**config.mk**
```make
export PLATFORM = sky130hd
export DESIGN_NAME = hazard_scoreboard
export DESIGN_NICKNAME = d
export VERILOG_FILES = /design/src/rtl/hazard_scoreboard.sv
export SDC_FILE = /design/constraint.sdc
export NUM_CORES = 1
export LEC_CHECK = 0
export BUFFER_PORTS_ARGS = -buffer_cell sky130_fd_sc_hd__buf_4
export CAP_MARGIN = 10
export CORE_MARGIN = 3
export CORE_UTILIZATION = 52
export CTS_BUF_LIST = sky130_fd_sc_hd__clkbuf_2
export CTS_CLUSTER_DIAMETER = 50
export DETAILED_ROUTE_END_ITERATION = 12
export PLACE_DENSITY = 0.81
export SLEW_MARGIN = 20
export SYNTH_ARGS = -nofsm -noshare
export SYNTH_HDL_FRONTEND = slang
export SYNTH_SLANG_ARGS = --single-unit
```
**constraint.sdc**
```tcl
create_clock -name clk -period 2.4 [get_ports clk]
set_clock_uncertainty 0.05 [all_clocks]
set_input_delay 0.36 -clock clk [delete_from_list [all_inputs] [get_ports clk]]
set_output_delay 0.36 -clock clk [all_outputs]
set_load 0.1 [all_outputs]
```
**src/rtl/hazard_scoreboard.sv**
```systemverilog
// ID-stage RAW hazard detector tracking in-flight register writes in a DEPTH-entry shift scoreboard.
// Optional macro HAZARD_SCOREBOARD_FORWARD_EN enables forwarding selects; without it every RAW match stalls.
module hazard_scoreboard #(
  parameter int ADDR_W = 3,
  parameter int DEPTH  = 2,
  parameter int CNT_W  = 16,
  parameter int FW_W   = $clog2(DEPTH + 1)
) (
  input  logic              clk,
  input  logic              rst_n,
  input  logic              issue_valid,
  input  logic [ADDR_W-1:0] rsaddr_ID,
  input  logic [ADDR_W-1:0] rtaddr_ID,
  input  logic              rs_used_ID,
  input  logic              rt_used_ID,
  input  logic [ADDR_W-1:0] rdaddr_ID,
  input  logic              RegWrite_ID,
  input  logic              MemRead_ID,
  input  logic              flush,
  output logic              DataHazard,
  output logic [FW_W-1:0]   fwd_rs,
  output logic [FW_W-1:0]   fwd_rt,
  output logic [CNT_W-1:0]  stall_cnt
);

  logic [DEPTH-1:0]  sb_valid;
  logic [ADDR_W-1:0] sb_rd [DEPTH];
  logic [DEPTH-1:0]  rs_match;
  logic [DEPTH-1:0]  rt_match;

  // A source of r0 never matches, so an r0 writer is never treated as a producer.
  always_comb begin
    rs_match = '0;
    rt_match = '0;
    for (int i = 0; i < DEPTH; i++) begin
      rs_match[i] = rs_used_ID && (rsaddr_ID != '0) && sb_valid[i] && (sb_rd[i] == rsaddr_ID);
      rt_match[i] = rt_used_ID && (rtaddr_ID != '0) && sb_valid[i] && (sb_rd[i] == rtaddr_ID);
    end
  end

`ifdef HAZARD_SCOREBOARD_FORWARD_EN
  logic [DEPTH-1:0] sb_load;
  logic [FW_W-1:0]  rs_sel;
  logic [FW_W-1:0]  rt_sel;
  logic             rs_stall;
  logic             rt_stall;

  // Scan oldest to youngest so the lowest-index (youngest) producer wins.
  always_comb begin
    rs_sel = '0;
    rt_sel = '0;
    for (int i = DEPTH - 1; i >= 0; i--) begin
      if (rs_match[i]) rs_sel = FW_W'(i + 1);
      if (rt_match[i]) rt_sel = FW_W'(i + 1);
    end
  end

  assign rs_stall   = rs_match[0] && sb_load[0];
  assign rt_stall   = rt_match[0] && sb_load[0];
  assign DataHazard = issue_valid && (rs_stall || rt_stall);
  assign fwd_rs     = (DataHazard || rs_stall) ? '0 : rs_sel;
  assign fwd_rt     = (DataHazard || rt_stall) ? '0 : rt_sel;

  always_ff @(posedge clk) begin
    if (!rst_n) begin
      sb_load <= '0;
    end else begin
      sb_load <= {sb_load[DEPTH-2:0], MemRead_ID};
    end
  end
`else
  logic unused_mem_read;

  assign unused_mem_read = MemRead_ID;
  assign DataHazard      = issue_valid && ((|rs_match) || (|rt_match));
  assign fwd_rs          = '0;
  assign fwd_rt          = '0;
`endif

  // A stalled issue enters EX as a bubble; flush clears every entry including the incoming one.
  always_ff @(posedge clk) begin
    if (!rst_n) begin
      sb_valid  <= '0;
      stall_cnt <= '0;
      for (int i = 0; i < DEPTH; i++) sb_rd[i] <= '0;
    end else begin
      if (flush) begin
        sb_valid <= '0;
      end else begin
        sb_valid <= {sb_valid[DEPTH-2:0], issue_valid && !DataHazard && RegWrite_ID};
      end
      sb_rd[0] <= rdaddr_ID;
      for (int i = 1; i < DEPTH; i++) sb_rd[i] <= sb_rd[i-1];
      if (DataHazard && (stall_cnt != '1)) stall_cnt <= stall_cnt + 1'b1;
    end
  end

endmodule

```
# After elaboration in Yosys (flattened, before gate mapping)
# Memories as Yosys holds them, arrays and structs flattened.
# Index checks and enable logic that the tools add are counted.
[word_totals]
in_bits = 17
mem_count = 1
elab_cells = 37
out_inout_bits = 21
latchBits = 0
mem_bits_rw = 6
ff_bits = 18
mem_bits_ro = 0
[mem_list]
columns = ["memory", "words", "word_bits", "read_ports", "rd_ports_with_merged_regs", "wr", "line", "rtl"]
rows = [
  ["sb_rd", 2, 3, 2, 0, 2, "27", "logic [ADDR_W-1:0] sb_rd [DEPTH];"],
]
[op_classes]
div_mod_pow = 0
n_addsub = 1
bitwise = 3
n_shift = 0
eq_ne = 5
n_reduce_logical = 21
n_lt_le_gt_ge = 0
multipliers = 0
n_mux = 4
[op_table]
columns = ["operator", "count"]
rows = [
  ["16-bit by 1-bit adder with 16-bit output (second input constant)", 1],
  ["16-bit inequality test (second input constant)", 1],
  ["1-bit logical AND", 14],
  ["3-bit equality test", 4],
  ["3-bit 2-to-1 mux", 2],
  ["3-bit nonzero test", 2],
  ["2-bit OR reduction", 3],
  ["1-bit 2-to-1 mux", 2],
  ["1-bit OR", 2],
  ["1-bit zero test", 1],
  ["1-bit logical OR", 1],
  ["1-bit NOT", 1],
]

# Depth between registers and ports, before layout
[depth]
word_depth = 10
mapped_depth = 8

# Least setup slack after synthesis
# OpenSTA, ideal clock, no wires.
[synth_path]
kind = "reg2reg"
start = "reg stall_cnt[0]"
end = "reg stall_cnt[1]"
arrival_time_ns = 2.472
slack_ns = -0.250
n_path_buf = 1
path_stages_with_launch = 9
cell_sequence = "dfxtp_1 -> ha_1 -> nand3_1 -> nor4_1 -> a2111oi_2 -> nor2_1 -> buf_6 -> mux2i_1 -> nor2_1"
[synth_between]
elab_chain_cells = 2
[synth_rtl]
columns = ["element", "line", "rtl"]
rows = [
  ["from (decl)", "23", "output logic [CNT_W-1:0] stall_cnt"],
  ["from (signal assigned)", "94", "if (DataHazard && (stall_cnt != '1)) stall_cnt <= stall_cnt + 1'b1;"],
  ["parallel branches: the longest is 2 deep, another holds 16-bit by 1-bit adder with 16-bit output", "--", ""],
]
# Parallel ways; which one is timed is not known.
# A chain may end at the register's enable or synchronous reset.

==> flow_summary.json <==
{
  "ys_ff_latch": 24,
  "path_clk_slew_ps": 200,
  "first_pass_iters": 4,
  "synth_cell_types": 31,
  "vias": 1258,
  "whs_endpoint": "sb_valid[1]",
  "period_needed_ps": 2300,
  "worst_slew_pin_slew_ps": 606,
  "timing.hold.ws_ps": 109,
  "syn_area_per_cell_sq_um": 8.65,
  "portBuffers": 32,
  "setup_viol": 0,
  "grt_overflow": 0,
  "gp_congestion": 0.836,
  "max_freq_mhz": 436,
  "netlist_area_sq_mm": 0.00125,
  "synth_edf_count": 0,
  "synth_common_cells": "dfxtp_1, xnor2_1, a21oi_1, nand4_1",
  "required_ps": 1990,
  "critPathArrivalTime_ps": 1890,
  "place_area_sq_mm": 0.00154,
  "fin_cells": 210,
  "grt_pass1_vias": 1089,
  "ys_top_cells_by_area": "dfxtp_1, xnor2_1, nand4_1, a21oi_1, o31ai_1",
  "rows": 17,
  "p_leak_nw": 0.580,
  "hold_viol_final": 0,
  "place.detailed.instances": 204,
  "drcViolationCount": 0,
  "outcome": "completed",
  "clock-sinks": 24,
  "reg2regPathDepth": 8,
  "rr_startpoint": "stall_cnt[0]",
  "cts_made_buffers": 3,
  "nFillCells": 174,
  "drt_iter0_drc": 33,
  "yosysWarnings": 0,
  "hold_path_depth": 2,
  "dieArea_sq_mm": 0.00304,
  "end_kind": "output pin",
  "tns_ps": 0,
  "drive_above_1_share_pct": 35.2,
  "synthesis.instances": 145,
  "min_from": "flush",
  "yosys.area.top_type": "dfxtp_1",
  "yosys.cell_count.top_type": "dfxtp_1",
  "max_cap_viol_count": 0,
  "viasPerCell": 5.99,
  "start_util_pct": 55.6,
  "crit_type": "register to output pin",
  "root_buffer": "clkbuf_2",
  "hp-class": "input port to register",
  "syn_to_final_growth_pct": 28.9,
  "ys.flop_type": "dfxtp_1",
  "yosysTopAreaCellShare_pct": 38.3,
  "drt-total-wl_um": 3300,
  "async_flop_share_pct": 0,
  "worstReg2RegEnd": "stall_cnt[9]",
  "post-route-util_pct": 71.7,
  "antenna_found_initial": 0,
  "io_pins": 38,
  "grt_max_degree": 15,
  "timing.final.crit_share_pct": 95.7,
  "power_mw": 0.659,
  "grt_usage_pct": 21.4,
  "slew_headroom_pct": 59.3,
  "num_antenna_cells": 0,
  "tritoncts": "built",
  "grt_pass1_wl_um": 4690,
  "dpl.hpwl_um": 2270,
  "r2r_slack_ps": 170,
  "final_nets": 201,
  "cp_max_fo": 14,
  "die-height_um": 55.1,
  "wl_per_cell_um": 15.7,
  "dp_slack_ps": 28.1,
  "startpoint_type": "register",
  "drv_slew": 0,
  "fin_area_sq_mm": 0.00162,
  "worstSkewPairLatency_ps": 350,
  "cts_hold_buf": 0,
  "die_w_um": 55.1,
  "layout_setup_ws_ps": 104,
  "cts_buffer_depth": 2,
  "htreeDepth": 1,
  "synth-seq-area-share_pct": 38.3,
  "coreArea_sq_mm": 0.00225,
  "peakVddDrop_uv": 379,
  "power.density_mw_per_mm2": 408,
  "antenna_left": 0
}
## state kept, by name, indices dropped and copies added (netlist names)
name	flops
stall_cnt	16
sb_rd	6
sb_valid	2
## final cells by class
class	instances	area [sq um]	area share, %
Clock inverter	1	3.75	0.232
Tap cell	28	35.0	2.17
Timing Repair Buffer	38	293	18.1
Sequential cell	24	503	31.1
Multi-Input combinational cell	110	744	46.1
Inverter	6	22.5	1.39
Clock buffer	3	15.0	0.929
## cell usage in the layout (no fill, tap or decap), types with 2 or more instances in the layout
master     synthesis  layout
a2111oi_4          0       2
a21oi_1           12      10
a21oi_2            0       2
and2_1             8       8
buf_4              4      37
clkbuf_2           0       3
conb_1             1       4
dfxtp_1           24       6
dfxtp_2            0      18
inv_1              6       6
mux2i_1            3       3
nand2_1            8       8
nand3_1            5       5
nand4_1           10      10
nor2_1             8       7
nor3_1             2       2
nor4_1             2       2
o21ai_0            2       2
o21ai_1            4       4
o31ai_1            8       8
or3_1              3       3
or4_1              6       6
xnor2_1           13      13
xor2_1             2       2
## routing by layer
layer,GRT usage (%),share of wire [%]
met1,27.1,42
met2,35.0,49
met3,3.22,5.8
met4,10.9,3.3
met5,0,0
## how the worst max path moves through the flow
stage / start / end / slack, ps
3_5_place_dp: rsaddr_ID[0] / stall_cnt[9] / 30
3_3_place_gp: rsaddr_ID[1] / stall_cnt[9] / 90
5_1_grt: sb_rd[0][1] / DataHazard / -20
6_report: sb_rd[0][0] / DataHazard / 100
4_1_cts: stall_cnt[0] / stall_cnt[9] / 30
2_1_floorplan: stall_cnt[11] / stall_cnt[1] / 20
## critical path: stages (launching register included)
cell	delay, ps
dfxtp_2	390
xnor2_1	190
nand4_1	240
a21oi_2	210
o21ai_1	70
buf_4	170
inv_1	90
buf_8	200
## logic make-up (layout without fill, tap and decap cells)
| kind of cell | Yosys count | in the layout | share of synthesized area, % |
|---|---|---|---|
| compound gates | 30 | 30 | 15.8 |
| xor+xnor | 15 | 15 | 10.5 |
| fa+ha+maj | 1 | 1 | 0.998 |
| buf+inv | 14 | 48 | 5.99 |
| flops | 24 | 24 | 38.3 |
| mux | 3 | 3 | 2.40 |
| other cells | 1 | 4 | 0.299 |
| simple gates | 57 | 57 | 25.7 |
## where the power goes
group / switching (mW) / leakage, nW / internal (mW)
sequential: 0.00575 / 0.203 / 0.405
combinational: 0.0572 / 0.363 / 0.0342
clock: 0.120 / 0.0140 / 0.0362
total: 0.183 / 0.580 / 0.476
## what timing repair did
action                     in CTS  in global routing
buffers inserted                0                  2
setup endpoints to repair       0                  8
resized for setup               0                 11
No activity file was read; power rests on OpenSTA's default activity.
